## config.mk

```make
export PLATFORM = sky130hd
export DESIGN_NAME = stream_mux_rr
export DESIGN_NICKNAME = d
export VERILOG_FILES = /design/src/rtl/stream_mux_pkg.sv /design/src/rtl/rr_arbiter.sv /design/src/rtl/stream_mux_rr.sv
export SDC_FILE = /design/constraint.sdc
export NUM_CORES = 1
export LEC_CHECK = 0
export ABC_AREA = 1
export BUFFER_PORTS_ARGS = -buffer_cell sky130_fd_sc_hd__buf_2
export CORE_ASPECT_RATIO = 0.9
export CORE_MARGIN = 2
export CORE_UTILIZATION = 50
export DETAILED_ROUTE_END_ITERATION = 6
export PLACE_DENSITY = 0.78
export SETUP_SLACK_MARGIN = 0.3
export SKIP_CTS_REPAIR_TIMING = 1
export SLEW_MARGIN = 20
export SYNTH_ARGS = -nofsm -noshare
export SYNTH_HDL_FRONTEND = slang
export SYNTH_SLANG_ARGS = --single-unit
```

## constraint.sdc

```tcl
create_clock -name clk -period 5.64 [get_ports clk]
set_clock_uncertainty 0.05 [all_clocks]
set_input_delay 0.282 -clock clk [delete_from_list [all_inputs] [get_ports clk]]
set_output_delay 0.282 -clock clk [all_outputs]
set_load 0.03 [all_outputs]
```

## src/rtl/stream_mux_pkg.sv

```systemverilog
// Shared definitions for the stream_mux_rr slice: mode encodings and the
// one-hot to index helper used by the arbiter.
package stream_mux_pkg;

    localparam logic MODE_RR    = 1'b0;
    localparam logic MODE_FIXED = 1'b1;

    // Widest one-hot vector the helper accepts; callers zero-extend into it.
    localparam int MAX_CH = 32;

    // OR-reduction encoder: correct for one-hot or all-zero inputs, which is
    // all the arbiter ever produces.
    function automatic int unsigned onehot_to_idx(input logic [MAX_CH-1:0] oh);
        int unsigned idx;
        idx = 0;
        for (int unsigned i = 0; i < MAX_CH; i++) begin
            if (oh[i]) begin
                idx = idx | i;
            end
        end
        return idx;
    endfunction

endpackage

```

## src/rtl/rr_arbiter.sv

```systemverilog
// Combinational rotating-priority arbiter. Searches req starting at ptr and
// wrapping modulo N; grants the first requester when en is high.
module rr_arbiter
    import stream_mux_pkg::*;
#(
    parameter int N     = 5,
    parameter int SEL_W = $clog2(N)
) (
    input  logic [N-1:0]     req,
    input  logic [SEL_W-1:0] ptr,
    input  logic             en,
    output logic [N-1:0]     gnt,
    output logic [SEL_W-1:0] gnt_idx
);

    logic [SEL_W:0]   idx_w;
    logic [SEL_W-1:0] idx;
    logic             found;

    // Walk ptr, ptr+1, ... wrapping at N; first active request wins.
    always_comb begin
        gnt   = '0;
        found = 1'b0;
        idx_w = '0;
        idx   = '0;
        for (int k = 0; k < N; k++) begin
            idx_w = {1'b0, ptr} + (SEL_W+1)'(k);
            if (idx_w >= (SEL_W+1)'(N)) begin
                idx_w = idx_w - (SEL_W+1)'(N);
            end
            idx = idx_w[SEL_W-1:0];
            if (en && !found && req[idx]) begin
                gnt[idx] = 1'b1;
                found    = 1'b1;
            end
        end
    end

    // Index of the granted channel (0 when nothing is granted).
    always_comb begin
        gnt_idx = SEL_W'(onehot_to_idx(MAX_CH'(gnt)));
    end

endmodule

```

## src/rtl/stream_mux_rr.sv

```systemverilog
// N-channel valid/ready stream multiplexer with round-robin or fixed-select
// arbitration and a registered output stage (one cycle latency).
// Optional packet lock is built when STREAM_MUX_PKT_LOCK_EN is defined: a
// channel that starts a multi-beat packet keeps the grant until its last beat.
module stream_mux_rr
    import stream_mux_pkg::*;
#(
    parameter int N     = 5,
    parameter int W     = 8,
    parameter int SEL_W = $clog2(N)
) (
    input  logic             clk,
    input  logic             rst,
    input  logic             mode,
    input  logic [SEL_W-1:0] sel,
    input  logic [N*W-1:0]   in_data,
    input  logic [N-1:0]     in_valid,
    output logic [N-1:0]     in_ready,
    output logic [W-1:0]     out_data,
    output logic             out_valid,
    input  logic             out_ready,
    output logic [SEL_W-1:0] out_sel
`ifdef STREAM_MUX_PKT_LOCK_EN
    ,
    input  logic [N-1:0]     in_last,
    output logic             out_last
`endif
);

    logic [SEL_W-1:0] ptr;
    logic             load;
    logic [N-1:0]     arb_req;
    logic [SEL_W-1:0] arb_ptr;
    logic [N-1:0]     gnt;
    logic [SEL_W-1:0] gnt_idx;
    logic             xfer;

`ifdef STREAM_MUX_PKT_LOCK_EN
    logic             locked;
    logic [SEL_W-1:0] lock_idx;
`endif

    assign load = !out_valid || out_ready;

    // Shape the request vector seen by the arbiter: a held lock overrides the
    // mode; fixed mode narrows to the selected channel (out-of-range sel masks all).
    always_comb begin
        arb_req = '0;
        arb_ptr = ptr;
`ifdef STREAM_MUX_PKT_LOCK_EN
        if (locked) begin
            arb_req[lock_idx] = in_valid[lock_idx];
            arb_ptr           = lock_idx;
        end else
`endif
        if (mode == MODE_RR) begin
            arb_req = in_valid;
        end else if (int'(sel) < N) begin
            arb_req[sel] = in_valid[sel];
            arb_ptr      = sel;
        end
    end

    rr_arbiter #(
        .N     (N),
        .SEL_W (SEL_W)
    ) u_arb (
        .req     (arb_req),
        .ptr     (arb_ptr),
        .en      (load),
        .gnt     (gnt),
        .gnt_idx (gnt_idx)
    );

    // The grant is already qualified by load and in_valid, so it is the ready.
    assign in_ready = gnt;
    assign xfer     = |gnt;

    // Round-robin pointer moves just past the winner; frozen in fixed mode.
    always_ff @(posedge clk) begin
        if (rst) begin
            ptr <= '0;
        end else if (xfer && mode == MODE_RR) begin
            ptr <= (gnt_idx == SEL_W'(N-1)) ? '0 : gnt_idx + SEL_W'(1);
        end
    end

    // Output register: load on transfer, drop valid on a drain, hold on stall.
    always_ff @(posedge clk) begin
        if (rst) begin
            out_valid <= 1'b0;
            out_data  <= '0;
            out_sel   <= '0;
        end else if (xfer) begin
            out_valid <= 1'b1;
            out_data  <= in_data[gnt_idx*W +: W];
            out_sel   <= gnt_idx;
        end else if (out_ready) begin
            out_valid <= 1'b0;
        end
    end

`ifdef STREAM_MUX_PKT_LOCK_EN
    // Packet lock: engage on a non-last beat, release on the last beat.
    always_ff @(posedge clk) begin
        if (rst) begin
            locked   <= 1'b0;
            lock_idx <= '0;
            out_last <= 1'b0;
        end else if (xfer) begin
            locked   <= !in_last[gnt_idx];
            lock_idx <= gnt_idx;
            out_last <= in_last[gnt_idx];
        end
    end
`endif

endmodule

```

==> impl_metrics.py, run 1 <==
metrics = {
    "worst_hold_path": {
        "worstHoldPathType": "in -> reg",
        "hold_start": "rst",
        "hold_depth": 2,
        "hold_path_end": "out_data[6]",
    },
    "logic_synthesis": {
        "syn-cell-area_um2": 2590,
        "ys_warn_count": 0,
        "avgSynthCellArea_um2": 5.80,
        "yosysSeqAreaShare_pct": 11.6,
        "ys_async_sr_fraction_pct": 0,
        "synth_edf_count": 0,
        "synth_cell_types": 33,
        "synth-seq-cells": 15,
        "mappedNetlistNets": 508,
        "synth_ff_type": "dfxtp_1",
        "syn_inst": 446,
    },
    "floorplan": {
        "num_rows": 24,
        "coreArea_um2": 4920,
        "die_x_um": 79.8,
        "start_util_pct": 52.5,
        "die-area_um2": 5770,
        "die_y_um": 72.2,
        "ioPinCount": 69,
    },
    "power": {
        "p_leak_nw": 1.59,
        "ir_worst_vdd_v": 0.000403,
        "p_per_area_nw_per_um2": 613,
    },
    "sta": {
        "hold_viol_final": 0,
        "finalSetupViolCount": 0,
        "slew_violations": 0,
        "grt_setup_unrepaired": "no",
        "post-route-min-period_ps": 4600,
        "worst_pin_slew_ps": 769,
        "max_freq_mhz": 217,
        "finalCritPeriodShare_pct": 81.6,
        "fin_setup_tns_ps": 0,
        "maxSlewHeadroom_pct": 48.7,
        "holdWs_ps": 317,
    },
    "place": {
        "dpl.hpwl_um": 6030,
        "portBuffers": 68,
        "gp_congestion": 0.927,
    },
    "detailed_routing": {
        "drc": 0,
        "dr_total_vias": 3142,
        "initialDrtViolationCount": 250,
        "avgRoutedWirePerCell_um": 13.2,
        "wl_um": 7530,
        "ant_nets": 0,
        "firstDrtPassIters": 5,
        "vias_per_cell": 5.49,
    },
    "clock_network": {
        "clock_sinks": 15,
        "cts_tree": "yes",
        "h-tree-depth": 1,
        "root_buffer": "clkbuf_8",
        "cts.clk_slew.worst_paths_ps": 70,
        "clk_path_buf_depth": 2,
        "cts_made_buffers": 3,
        "insertion_delay_ps": 250,
    },
    "run_status": {
        "status": "finished, final reports clean",
    },
    "grt": {
        "grt.total_usage_pct": 26.2,
        "grt_pass1_vias": 2807,
        "grt_overflow": 0,
        "grt_first_pass_wirelength_um": 12400,
        "grt_max_degree": 22,
        "grt_antenna_before_repair": 0,
    },
    "critical_path": {
        "worst_ep_arrival_time_ps": 4700,
        "ff2ff_path_depth": 26,
        "cp-start-kind": "input port",
        "rrSetupSlack_ps": 1040,
        "r2r_end": "ptr[2]",
        "cp_data_required_time_ps": 5740,
        "rr_startpoint": "ptr[0]",
        "path_class": "in -> reg",
        "end_kind": "flop",
        "path_max_fanout": 21,
    },
    "cells_and_area": {
        "diodes": 0,
        "drive_gt1_share_pct": 26.0,
        "nFillCells": 524,
        "area_growth_pct": 14.2,
        "nets": 570,
    },
    "run": {
        "cap_violations": 0,
    },
}
registers in the layout, indices dropped and copies added, names as in the netlist:
| register | cells |
|---|---|
| out_data | 8 |
| out_sel | 3 |
| ptr | 3 |
| out_valid | 1 |
synth_stat cells (2+ instances only):
library cell | count | area share, %
nor2_4 | 6 | 2.6
nor2_8 | 3 | 2.3
inv_2 | 8 | 1.2
dfxtp_1 | 15 | 12
clkinv_1 | 3 | 0.44
nor2_2 | 8 | 1.9
nor2_1 | 57 | 8.3
xor2_1 | 3 | 1.0
ha_1 | 10 | 4.8
inv_1 | 36 | 5.2
nand4_1 | 17 | 4.1
nand3_2 | 2 | 0.77
nor3_1 | 8 | 1.5
nand3_1 | 51 | 9.9
nand3b_1 | 2 | 0.58
o21ai_2 | 5 | 1.7
a21oi_1 | 18 | 3.5
nand2_1 | 122 | 18
o21ai_1 | 20 | 3.9
buf_4 | 3 | 0.87
nand3_4 | 4 | 2.7
o21ai_0 | 12 | 2.3
nand2_2 | 16 | 3.9
nand2_4 | 3 | 1.3
buf_6 | 5 | 2.2
clkbuf_1 | 2 | 0.29
cell usage in the layout, fill, tap and decap left out, types with 6 or more instances in the layout:
master,count
a21oi_1,18
nand3_1,51
nor3_1,8
ha_1,10
nor2_1,57
o21ai_1,20
inv_1,36
buf_2,68
nor2_2,8
o21ai_0,12
nand4_1,17
nor2_4,6
nand2_1,122
nand2_2,16
dfxtp_1,15
inv_2,8
where the power goes:
| group | switching, W | internal, W | total [W] |
|---|---|---|---|
| registers | 0.0000192 | 0.000146 | 0.000165 |
| clock network | 0.0000414 | 0.0000490 | 0.0000904 |
| logic | 0.00109 | 0.000466 | 0.00155 |
| total | 0.00115 | 0.000661 | 0.00181 |
how the worst max path moves through the flow:
stage / start / to / slack (ps) / cells past startpoint
6_report: sel[0] / ptr[2] / 1040 / 28
5_1_grt: sel[0] / ptr[2] / 530 / 28
4_1_cts: sel[0] / ptr[2] / 1140 / 28
3_5_place_dp: sel[0] / ptr[2] / 860 / 28
3_3_place_gp: sel[0] / ptr[2] / 1120 / 25
2_1_floorplan: sel[0] / ptr[2] / 1790 / 29
cell families after synthesis:
logic type / after synthesis / share of synthesized area [%]
and+or+nand+nor: 302 / 59.0
buffers and inverters: 59 / 11.1
AOI/OAI and AO/OA: 57 / 12.5
DFF: 15 / 11.6
adders and majority gates: 10 / 4.84
xor gates and xnor gates: 3 / 1.02
per-stage QoR:
step / setup slack (ps) / power, W / area [um^2] / std cells / utilization [%]
final: 1040 / 0.00181 / 2950 / 572 / 60.0
after global routing: 529 / 0.00199 / 2950 / 572 / 60.0
after CTS: 1140 / 0.00179 / 2950 / 572 / 60.0
after detailed placement: 863 / 0.00170 / 2910 / 568 / 59.0
after global placement: 1120 / 0.00167 / 2910 / 568 / 59.0
after floorplan: 1790 / 0.00146 / 2590 / 446 / -
routing by layer:
metal  track usage [%]  part of all wire [%]  vias up
met5                 0                     0        -
met4              3.20                  0.41        0
met3              2.99                   6.6        6
met2              44.3                    47      127
met1              37.3                    46     1425
li1                  -                     -     1584
final cells by class:
| cell class | count | area [um^2] | share of cell area [%] |
|---|---|---|---|
| multi-input combinational | 372 | 2000 | 67.7 |
| timing repair buffer | 68 | 340 | 11.5 |
| sequential | 15 | 300 | 10.2 |
| inverter | 48 | 185 | 6.27 |
| tap | 65 | 81.3 | 2.75 |
| clock buffer | 3 | 41.3 | 1.40 |
| clock inverter | 1 | 5.00 | 0.169 |
worst max-delay path, stage by stage:
cell and delay, ps:
buf_2 130, o21ai_2 160, nand2_2 100, nand2_2 100, nand2_1 270, ha_1 320
ha_1 370, nand2_1 120, nand2_1 110, inv_1 130, nand3_1 120, nand2_1 90
nand2_1 100, nand2_1 110, nor2_1 60, nand2_1 60, nand3_1 120, nor2_4 160
nor2_2 80, nand3_1 110, nand3_2 260, nor2_2 700, ha_1 280, o21ai_0 100
o21ai_0 100, nand2_1 70, nand2_1 50, nor2_1 30
Power figures use the tool's default switching activity.
==> run 2: changes to the inputs <==
==> constraint.sdc (replaced) <==
create_clock -name clk -period 4.8 [get_ports clk]
set_clock_uncertainty 0.05 [all_clocks]
set_input_delay 0.24 -clock clk [delete_from_list [all_inputs] [get_ports clk]]
set_output_delay 0.24 -clock clk [all_outputs]
set_load 0.03 [all_outputs]
==> impl_metrics.py, run 2 (synthesis results as in run 1) <==
metrics = {
    "sta": {
        "finalSetupViolCount": 0,
        "worst_pin_slew_ps": 578,
        "finalCritPeriodShare_pct": 84.5,
        "setup_slack_ps": 744,
        "fin_setup_tns_ps": 0,
        "slew_violations": 0,
        "max_freq_mhz": 247,
        "post-route-min-period_ps": 4060,
        "holdWs_ps": 271,
        "hold_viol_final": 0,
        "grt_setup_unrepaired": "no",
        "maxSlewHeadroom_pct": 61.2,
    },
    "cells_and_area": {
        "final_area_um2": 2970,
        "top_register": "out_data",
        "nets": 572,
        "stdcell_count": 574,
        "area_growth_pct": 14.8,
        "final_common_cell": "nand2_1",
        "mostFrequentLayoutCells": "121 x nand2_1, 68 x buf_2, 57 x nor2_1",
        "reg.largest.list": "out_data (8), out_sel (3), ptr (3)",
        "drive_gt1_share_pct": 26.5,
        "largest_register_ffs": 8,
        "diodes": 0,
    },
    "critical_path": {
        "ff2ff_path_depth": 27,
        "path_class": "reg -> reg",
        "critPathBufInv": 4,
        "startpoint": "ptr[0]",
        "rr_startpoint": "ptr[0]",
        "end_kind": "flop",
        "worst_ep_arrival_time_ps": 4200,
        "cp-start-kind": "flop",
        "r2r_end": "ptr[2]",
        "rrSetupSlack_ps": 740,
        "path_max_fanout": 21,
        "cp_slowest_stage_delay_ps": 370,
        "critPathTopFamily": "simple AND/OR/NAND/NOR gates",
        "slowest_stage": "ha_1",
        "crit_top_cell": "nand2_1",
        "cp_data_required_time_ps": 4950,
    },
    "detailed_routing": {
        "ant_nets": 0,
        "drc": 0,
        "initialDrtViolationCount": 269,
        "firstDrtPassIters": 5,
        "avgRoutedWirePerCell_um": 12.8,
        "vias_per_cell": 5.39,
        "wl_um": 7320,
        "dr_total_vias": 3093,
    },
    "clock_network": {
        "clk_path_buf_depth": 2,
        "insertion_delay_ps": 250,
        "root_buffer": "clkbuf_8",
        "cts.clk_slew.worst_paths_ps": 70,
        "cts_tree": "yes",
        "clock_sinks": 15,
        "h-tree-depth": 1,
        "cts_made_buffers": 3,
    },
    "floorplan": {
        "ioPinCount": 69,
        "start_util_pct": 52.5,
        "die_x_um": 79.8,
        "num_rows": 24,
        "die-area_um2": 5770,
        "coreArea_um2": 4920,
        "die_y_um": 72.2,
    },
    "place": {
        "dp_slack_ps": 413,
        "dpl_cell_area_um2": 2920,
        "numPlacedInstances": 570,
        "dpl.hpwl_um": 5920,
        "portBuffers": 68,
        "gp_congestion": 0.902,
    },
    "worst_hold_path": {
        "hold_path_end": "out_data[6]",
        "hold_depth": 2,
        "worstHoldPathType": "in -> reg",
        "hold_start": "rst",
    },
    "power": {
        "p_per_area_nw_per_um2": 718,
        "p_leak_nw": 1.60,
        "ir_worst_vdd_v": 0.000464,
    },
    "run": {
        "cap_violations": 0,
    },
    "run_status": {
        "status": "finished, final reports clean",
    },
    "grt": {
        "grt_max_degree": 22,
        "grt_antenna_before_repair": 0,
        "grt_overflow": 0,
        "grt_pass1_vias": 2699,
        "grt_first_pass_wirelength_um": 12100,
        "grt.total_usage_pct": 25.6,
    },
}
## run 2: worst max-delay path by stage
stage                     endpoint  slack (ps)  depth (start not counted)
after floorplan             ptr[2]        1000                         29
after global placement      ptr[2]         620                         29
after detailed placement    ptr[2]         410                         29
after CTS                   ptr[2]         650                         27
after global routing        ptr[2]         400                         27
final                       ptr[2]         740                         27
## run 2: power by group
| group | internal, W | switching (W) | leakage, nW |
|---|---|---|---|
| clock | 0.0000576 | 0.0000477 | 0.0255 |
| sequential | 0.000172 | 0.0000218 | 0.124 |
| combinational | 0.000560 | 0.00127 | 1.45 |
| total | 0.000790 | 0.00134 | 1.60 |
## run 2: cell type report
| type | count | area [um^2] |
|---|---|---|
| inverters | 48 | 185 |
| well taps | 65 | 81.3 |
| flip-flops and latches | 15 | 300 |
| repair buffers | 70 | 355 |
| fillers | 533 | 1950 |
| clock buffers | 3 | 41.3 |
| clock inverters | 1 | 5.00 |
| multi-input cells | 372 | 2000 |
## run 2: stage by stage
step	utilization, %	total power [W]
6_report	60.3	0.00213
5_1_grt	60.3	0.00236
4_1_cts	60.3	0.00211
3_5_place_dp	59.3	0.00200
3_3_place_gp	59.3	0.00197
2_1_floorplan	-	0.00172
## run 2: layer usage
metal	vias up	GRT usage [%]	wire (um)
met5	-	0	0
met4	0	2.64	40
met3	9	2.74	476
met2	122	43.0	3490
met1	1376	36.8	3320
li1	1586	-	-
==> run 3: changes to the inputs <==
--- a/config.mk
+++ b/config.mk
@@ -9,9 +9,9 @@
 export BUFFER_PORTS_ARGS = -buffer_cell sky130_fd_sc_hd__buf_2
 export CORE_ASPECT_RATIO = 0.9
 export CORE_MARGIN = 2
-export CORE_UTILIZATION = 50
+export CORE_UTILIZATION = 49
 export DETAILED_ROUTE_END_ITERATION = 6
-export PLACE_DENSITY = 0.78
+export PLACE_DENSITY = 0.8
 export SETUP_SLACK_MARGIN = 0.3
 export SKIP_CTS_REPAIR_TIMING = 1
 export SLEW_MARGIN = 20
==> constraint.sdc (replaced) <==
create_clock -name clk -period 3.45 [get_ports clk]
set_clock_uncertainty 0.05 [all_clocks]
set_input_delay 0.1725 -clock clk [delete_from_list [all_inputs] [get_ports clk]]
set_output_delay 0.1725 -clock clk [all_outputs]
set_load 0.03 [all_outputs]
==> impl_metrics.py, run 3 (synthesis results as in run 1) <==
metrics = {
    "floorplan": {
        "num_rows": 25,
        "die_x_um": 80.6,
        "start_util_pct": 50.1,
        "die_y_um": 72.9,
        "ioPinCount": 69,
        "coreArea_um2": 5160,
        "die-area_um2": 5880,
    },
    "grt": {
        "grt_pass1_vias": 3021,
        "grt.total_usage_pct": 28.0,
        "grt_max_degree": 14,
        "grt_first_pass_wirelength_um": 13200,
        "grt_antenna_before_repair": 0,
        "grt_overflow": 0,
    },
    "clock_network": {
        "insertion_delay_ps": 250,
        "cts_tree": "yes",
        "clk_path_buf_depth": 2,
        "cts_made_buffers": 3,
        "h-tree-depth": 1,
        "root_buffer": "clkbuf_8",
        "clock_sinks": 15,
        "cts.clk_slew.worst_paths_ps": 60,
    },
    "cells_and_area": {
        "mostFrequentLayoutCells": "107 x nand2_1, 67 x buf_4, 63 x buf_2",
        "reg.largest.list": "out_data (8), out_sel (3), ptr (3)",
        "final_common_cell": "nand2_1",
        "drive_gt1_share_pct": 46.6,
        "nFillCells": 362,
        "largest_register_ffs": 8,
        "area_growth_pct": 53.5,
        "final_area_um2": 3970,
        "nets": 643,
        "diodes": 0,
        "top_register": "out_data",
    },
    "sta": {
        "finalSetupViolCount": 3,
        "worst_pin_slew_ps": 516,
        "slew_violations": 0,
        "post-route-min-period_ps": 3500,
        "setup_slack_ps": -53.7,
        "max_freq_mhz": 285,
        "hold_viol_final": 0,
        "finalCritPeriodShare_pct": 102,
        "maxSlewHeadroom_pct": 65.4,
        "grt_setup_unrepaired": "yes",
    },
    "critical_path": {
        "rrSetupSlack_ps": -40,
        "path_class": "in -> reg",
        "worst_ep_arrival_time_ps": 3590,
        "cp-start-kind": "input port",
        "end_kind": "flop",
        "cp_data_required_time_ps": 3540,
        "path_max_fanout": 6,
    },
    "run": {
        "cap_violations": 0,
    },
    "place": {
        "portBuffers": 68,
        "dpl.hpwl_um": 6580,
        "dpl_cell_area_um2": 3490,
        "dp_slack_ps": -78.1,
        "gp_congestion": 0.873,
    },
    "run_status": {
        "status": "finished, violations left",
        "violations": "DRC, setup timing",
    },
    "detailed_routing": {
        "firstDrtPassIters": 7,
        "avgRoutedWirePerCell_um": 15.0,
        "vias_per_cell": 5.55,
        "initialDrtViolationCount": 426,
        "wl_um": 9680,
        "drc": 28,
        "ant_nets": 0,
        "dr_total_vias": 3593,
    },
    "power": {
        "p_per_area_nw_per_um2": 1050,
        "ir_worst_vdd_v": 0.000731,
        "p_leak_nw": 2.04,
    },
    "worst_hold_path": {
        "worstHoldPathType": "in -> reg",
    },
}
-- run 3: power breakdown --
part           internal (W)  switching (W)
combinational       0.00147        0.00226
sequential         0.000242      0.0000364
clock             0.0000801      0.0000667
total               0.00179        0.00236
-- run 3: critical path: stages --
cell and delay, ps:
buf_2 140, o21ai_4 180, nand2_4 100, a21oi_4 190, buf_6 150, ha_2 230, nand3_4 140, buf_4 180
nand3_1 130, nand2_1 120, nand2_2 130, inv_1 80, nor2_2 150, nand2_1 100, nand2_1 140, nor2_4 80
nor2_4 180, nand3_2 140, nand3_4 110, nor2_4 50, buf_4 140, buf_4 150, nand3_1 80, nand2_1 60
nand2_1 70, clkinv_1 50, nand2_1 60, a21oi_1 50
-- run 3: per-stage QoR --
step	power (W)	hold slack, ps	cells	util, %	setup TNS [ps]
floorplan	0.00257	292	446	-	0
detailed placement	0.00339	401	629	67.6	-580
global route	0.00448	221	647	76.9	-2190
global placement	0.00332	394	629	67.6	0
CTS	0.00355	192	633	68.5	-75.3
finish	0.00415	202	647	76.9	-108
-- run 3: final cells by class --
| class | instances | area (um^2) | share of cell area [%] |
|---|---|---|---|
| clock inverters | 1 | 5.00 | 0.126 |
| inverters | 48 | 201 | 5.07 |
| flip-flops and latches | 15 | 307 | 7.72 |
| repair buffers | 141 | 935 | 23.5 |
| clock buffers | 3 | 41.3 | 1.04 |
| multi-input cells | 372 | 2400 | 60.4 |
| well taps | 67 | 83.8 | 2.11 |
-- run 3: per-layer routing --
metal | wire length, um | track usage [%]
met4 | 199 | 4.52
met5 | 0 | 0
met3 | 686 | 3.96
met2 | 4780 | 49.2
met1 | 4020 | 37.2
-- run 3: final timing paths --
kind	startpoint	endpoint	cells after the start
max reg2reg	ptr[1]	out_data[6]	25
min	rst	out_data[0]	2
max	sel[1]	out_data[6]	28
min reg2reg	out_sel[0]	out_sel[0]	2
